==> config.mk <==
export PLATFORM = sky130hd
export DESIGN_NAME = sram_req_arbiter
export DESIGN_NICKNAME = d
export VERILOG_FILES = /design/src/rtl/sram_req_arbiter.sv
export SDC_FILE = /design/constraint.sdc
export NUM_CORES = 1
export LEC_CHECK = 0
export ABC_AREA = 1
export BUFFER_PORTS_ARGS = -buffer_cell sky130_fd_sc_hd__buf_2
export CAP_MARGIN = 20
export CORE_AREA = 2 2 106 108
export CTS_BUF_LIST = sky130_fd_sc_hd__clkbuf_4 sky130_fd_sc_hd__clkbuf_8
export CTS_CLUSTER_DIAMETER = 200
export DETAILED_ROUTE_END_ITERATION = 12
export DIE_AREA = 0 0 108 110
export PLACE_DENSITY = 0.74
export RECOVER_POWER = 50
export SYNTH_ARGS = -nofsm -noshare
export SYNTH_HDL_FRONTEND = slang
export SYNTH_SLANG_ARGS = --single-unit
==> constraint.sdc <==
create_clock -name clk -period 2.9 [get_ports clk]
set_input_delay 0.58 -clock clk [delete_from_list [all_inputs] [get_ports clk]]
set_output_delay 0.58 -clock clk [all_outputs]
set_load 0.01 [all_outputs]
==> src/rtl/sram_req_arbiter.sv <==
// Arbiter between instruction and data masters onto one single-port SRAM.
// One transaction in flight; a starvation guard bounds inst lockout by data traffic.
module sram_req_arbiter #(
  parameter int LAT        = 1,
  parameter int STARVE_MAX = 4
) (
  input  logic        clk,
  input  logic        reset,
  input  logic        inst_req,
  input  logic [31:0] inst_addr,
  output logic        inst_addr_ok,
  output logic        inst_data_ok,
  output logic [31:0] inst_rdata,
  input  logic        data_req,
  input  logic        data_wr,
  input  logic [3:0]  data_wstrb,
  input  logic [31:0] data_addr,
  input  logic [31:0] data_wdata,
  output logic        data_addr_ok,
  output logic        data_data_ok,
  output logic [31:0] data_rdata,
  output logic        ram_en,
  output logic [3:0]  ram_wen,
  output logic [31:0] ram_addr,
  output logic [31:0] ram_wdata,
  input  logic [31:0] ram_rdata,
  output logic        busy
);

  typedef enum logic [1:0] {IDLE, WAIT, RESP} state_t;

  state_t      state;
  logic [1:0]  lat_cnt;
  logic [3:0]  starve_cnt;
  logic        owner_data;
  logic        is_read;
  logic        inst_ok_q;
  logic        data_ok_q;
  logic [31:0] inst_rdata_q;
  logic [31:0] data_rdata_q;

  logic can_arb;
  logic inst_wins;
  logic grant_inst;
  logic grant_data;

  // Data has priority unless the inst port has been passed over STARVE_MAX times.
  assign can_arb    = !reset && (state == IDLE || state == RESP);
  assign inst_wins  = inst_req && (!data_req || starve_cnt == 4'(STARVE_MAX));
  assign grant_inst = can_arb && inst_wins;
  assign grant_data = can_arb && data_req && !inst_wins;

  assign inst_addr_ok = grant_inst;
  assign data_addr_ok = grant_data;
  assign ram_en       = grant_inst || grant_data;
  assign ram_wen      = (grant_data && data_wr) ? data_wstrb : 4'b0;
  assign ram_wdata    = grant_data ? data_wdata : 32'b0;
  assign ram_addr     = grant_data ? data_addr : (grant_inst ? inst_addr : 32'b0);

  // Registered responses are forced low during the reset cycle itself.
  assign inst_data_ok = inst_ok_q && !reset;
  assign data_data_ok = data_ok_q && !reset;
  assign inst_rdata   = reset ? 32'b0 : inst_rdata_q;
  assign data_rdata   = reset ? 32'b0 : data_rdata_q;
  assign busy         = (state == WAIT) && !reset;

  always_ff @(posedge clk) begin
    if (reset) begin
      state        <= IDLE;
      lat_cnt      <= 2'd0;
      starve_cnt   <= 4'd0;
      owner_data   <= 1'b1;
      is_read      <= 1'b0;
      inst_ok_q    <= 1'b0;
      data_ok_q    <= 1'b0;
      inst_rdata_q <= 32'b0;
      data_rdata_q <= 32'b0;
    end else begin
      inst_ok_q <= 1'b0;
      data_ok_q <= 1'b0;
      case (state)
        IDLE, RESP: begin
          if (grant_inst || grant_data) begin
            state      <= WAIT;
            owner_data <= grant_data;
            is_read    <= grant_inst || !data_wr;
            lat_cnt    <= 2'(LAT - 1);
          end else begin
            state <= IDLE;
          end
        end
        WAIT: begin
          if (lat_cnt != 2'd0) begin
            lat_cnt <= lat_cnt - 2'd1;
          end else begin
            state <= RESP;
            if (owner_data) begin
              data_ok_q <= 1'b1;
              if (is_read) data_rdata_q <= ram_rdata;
            end else begin
              inst_ok_q <= 1'b1;
              if (is_read) inst_rdata_q <= ram_rdata;
            end
          end
        end
        default: state <= IDLE;
      endcase

      // Count data grants that bypass a waiting inst request; saturate at STARVE_MAX.
      if (grant_inst) begin
        starve_cnt <= 4'd0;
      end else if (grant_data) begin
        if (!inst_req)
          starve_cnt <= 4'd0;
        else if (starve_cnt != 4'(STARVE_MAX))
          starve_cnt <= starve_cnt + 4'd1;
      end
    end
  end

endmodule

==> reports/qor_table.md <==
| Step | Parameter | This run |
| --- | --- | --- |
| clocking | Number of hold buffers added after cts | 0 |
| floorplan | Initial cell density of the core | 37.6% |
| setup path | Worst Path Arrival | 2.09 ns |
| setup path | Largest fanout of any net on the critical path | 33 |
| synthesis | Most instantiated flip-flop cell in the synthesis netlist | dfxtp_1 |
| power | PD cells | 401 mW/mm^2 |
| cells and area | Final nets | 1012 |
| place | DP Area | 0.00531 sq mm |
| route | Total wire length | 12.5 mm |
| cells and area | Fraction of layout cells with a size suffix above 1 | 31.8% |
| sta | Worst-case clock skew | 0.00852 ns |
| clocking | Latest clock arrival within the worst-skew pair | 0.36 ns |
| setup path | Startpoint of the worst setup timing path | starve_cnt[0] |
| grt | Maximum number of pins on one net before global-route repair | 75 |
| synthesis | EDFF count, synth | 0 |
| sta | Final Hold Viols | 0 |
| synthesis | Count of yosys warnings during synthesis | 0 |
| synthesis | Distinct cell type count of the synthesized netlist | 28 |
| setup path | Classification of the worst setup path | reg -> out |
| synthesis | Area share of the leading cell type in the synthesized netlist | 37.8% |
| synthesis | Cell taking the most area after synthesis | dfxtp_1 |
| route | Vias post-DR | 4564 |
| place | Half-perimeter wire length of the detailed placement result | 9.27 mm |
| route | Met1 wire length | 4.94 mm |
| min path | Type of the tightest min-delay check | reg -> reg |
| grt | Global-route wire length before repair | 18.2 mm |
| setup path | Cell class contributing the biggest share of worst-path delay | buffers and inverters |
| route | Post-route antenna net violation count | 0 |
| floorplan | Die boundary height | 110 um |
| sta | Pins Over Slew Limit | 0 |
| floorplan | Core area | 0.0107 sq mm |
| setup path | Worst Setup Start Kind | flop |
| run | Max-Cap Viols | 0 |
| grt | Global-route congestion overflow total | 0 |
| setup path | Startpoint of the lowest-slack register-to-register path | lat_cnt[0] |
| route | Drc violations | 0 |
| synthesis | Synthesized cell area | 0.00403 sq mm |
| floorplan | Area of the die | 0.0119 sq mm |
| sta | Min cycle time layout | 2.67 ns |
| synthesis | Async S/R FF share, synth | 0% |
| outcome | Status | completed |
| grt | Via count of the first global-routing pass | 3809 |
| setup path | Largest stage delay on the critical path | 0.44 ns |
| clocking | Post-cts gate resize count | 0 |
| sta | Worst relative slew slack | 28.6% |
| sta | TNS Setup | 0 ns |
| power | P_leak | 2.99 nW |
| synthesis | Synth Net Count | 755 |
| setup path | Critical path, cell by cell | inv_1 -> ha_1 -> nand3_1 -> nand2_2 -> nand3_2 -> inv_2 -> nand2_1 -> nand2_1 -> buf_2 |
| sta | Period utilisation layout | 92.1% |
| cells and area | Diodes inserted | 0 |
| place | Count of port buffers added during placement | 274 |
| min path | Launch instance of the worst min-delay path | inst_rdata_q[22] |
| synthesis | Mean area per synthesized cell | 6.54 sq um |
| clocking | CTS H-tree lvls | 3 |
| power | Design Power | 2.20 mW |
| place | Global placer's final weighted congestion | 0.789 |
| clocking | Clock slew seen by the registers of the worst setup and hold paths | 0.08 ns |
| clocking | CTS tree | yes |
| synthesis | Total of flip-flops plus latches after synthesis | 76 |
| route | Number of iterations in the first detailed-routing pass | 4 |
| route | Met2 wire len | 6.16 mm |
| route | Via-to-Cell Ratio | 4.49 |
| route | Top layer in use | met4 |
| synthesis | Count of mapped cells out of synthesis | 615 |
| clocking | CTS Root Cell | clkbuf_8 |
| sta | Setup violation total in the final timing report | 0 |
| grt | Total GRT Usage | 19.3% |
| clocking | Post-CTS setup-driven buffer insertion count | 0 |
| sta | Unrepaired setup endpoints after global routing | false |
| setup path | Slowest stage cell on the critical path | inv_2 |
| setup path | Count of buffering cells on the critical path with inverters included | 3 |
| floorplan | Width of the die | 108 um |
| cells and area | Post-layout instance area | 0.00548 sq mm |
| clocking | Count of clock tree sinks | 76 |
| route | Detailed Route Iter0 Violations | 214 |
| setup path | Type of destination of the critical path | output pin |
| grt | Antenna violations before repair | 1 |
| route | Wire per inst | 12.3 um |
| setup path | Data required time at the worst endpoint | 2.32 ns |
| clocking | Largest buffer count on any clock path | 2 |
| setup path | Most frequent CP cell | nand2_1 |
| cells and area | Synthesis-to-finish area growth | 36.1% |
| sta | Worst Max-Slew Pin Slew | 1.07 ns |
| synthesis | Most area-consuming cells after synthesis | dfxtp_1, inv_1, nand2_1, nor2_1, a21oi_1 |
| synthesis | Share of the yosys chip area belonging to registers | 37.8% |
| floorplan | Number of ports placed on the die boundary | 275 |
| clocking | Number of buffers inserted during clock tree synthesis | 9 |
| route | Total length of routed met3 wires | 1.14 mm |
| floorplan | Standard-cell row count | 38 |
| sta | Maximum clock frequency | 0.374 GHz |
| power | Worst ir drop on vdd | 0.286 mV |
## power by group
| part | switching (mW) | internal [mW] | total, mW |
|---|---|---|---|
| registers | 0.0103 | 1.07 | 1.08 |
| logic | 0.223 | 0.159 | 0.382 |
| clock network | 0.419 | 0.316 | 0.736 |
## metrics by stage
stage / std cells / worst slack, ns / utilization, % / hold WS (ns)
after detailed placement: 997 / 0.509 / 49.6 / 0.444
after global routing: 1017 / 0.0231 / 51.2 / 0.479
after floorplan: 615 / 0.969 / - / 0.429
final: 1017 / 0.229 / 51.2 / 0.455
after global placement: 997 / 0.504 / 49.6 / 0.441
after CTS: 1013 / 0.167 / 51.3 / 0.457
## layer usage
layer	up-vias	global-route usage, %
met5	-	0
met4	0	6.23
met3	21	5.76
met2	167	34.2
met1	1999	22.4
li1	2377	-
## state kept, by name, summed over array words and instances (netlist names)
signal,cells
lat_cnt,2
inst_rdata_q,32
is_read,1
state,2
data_ok_q,1
data_rdata_q,32
inst_ok_q,1
starve_cnt,4
owner_data,1
## area by class of cell
type,count,area [sq um]
clock inverters,7,51.3
multi-input cells,383,1750
inverters,119,447
fillers,1151,5220
repair buffers,283,1410
clock buffers,9,124
flip-flops and latches,76,1520
well taps,140,175
## path summary, 6_finish.rpt
kind                                         end  depth (start not counted)  slack [ns]
worst min-delay path            inst_rdata_q[22]                          2        0.46
worst max register to register  inst_rdata_q[12]                          5        1.10
worst max-delay path                ram_addr[26]                          9        0.23
worst min register to register  inst_rdata_q[22]                          2        0.46
## kinds of logic (layout without fill, tap and decap cells)
family	count (synthesis)	in the layout	share of synthesized area (%)
fa+ha+maj	3	3	0.933
flops	76	76	37.8
buf+inv	156	418	18.5
simple gates	241	241	24.8
xor+xnor	1	1	0.218
compound gates	138	138	17.7
## worst reg2reg max path: cells and delay by family (launching register included)
kind / cells / cell delay [ns]
flops: 1 / 0.33
buf+inv: 1 / 0.07
simple gates: 1 / 0.50
fa+ha+maj: 1 / 0.29
compound gates: 2 / 0.48
## synthesized netlist by cell type (3+ instances only)
cell / n
inv_1: 118
clkbuf_1: 14
o21ai_0: 10
o21ai_1: 54
ha_1: 3
clkbuf_8: 3
buf_4: 4
buf_6: 15
dfxtp_1: 76
nor2_1: 106
nand3_1: 4
nand4_1: 3
a21oi_1: 69
nand2_1: 115
## cells in the final DEF (no fill, tap or decap), types with 3 or more instances in the layout
master    count
buf_2       242
inv_1       118
nand2_1     115
nor2_1      106
dfxtp_1      76
a21oi_1      69
o21ai_0      66
clkbuf_1     32
clkbuf_8      9
buf_4         7
nand3_1       4
nand4_1       3
ha_1          3
clkinv_2      3
Note: power is estimated with default switching activity, not from simulation.
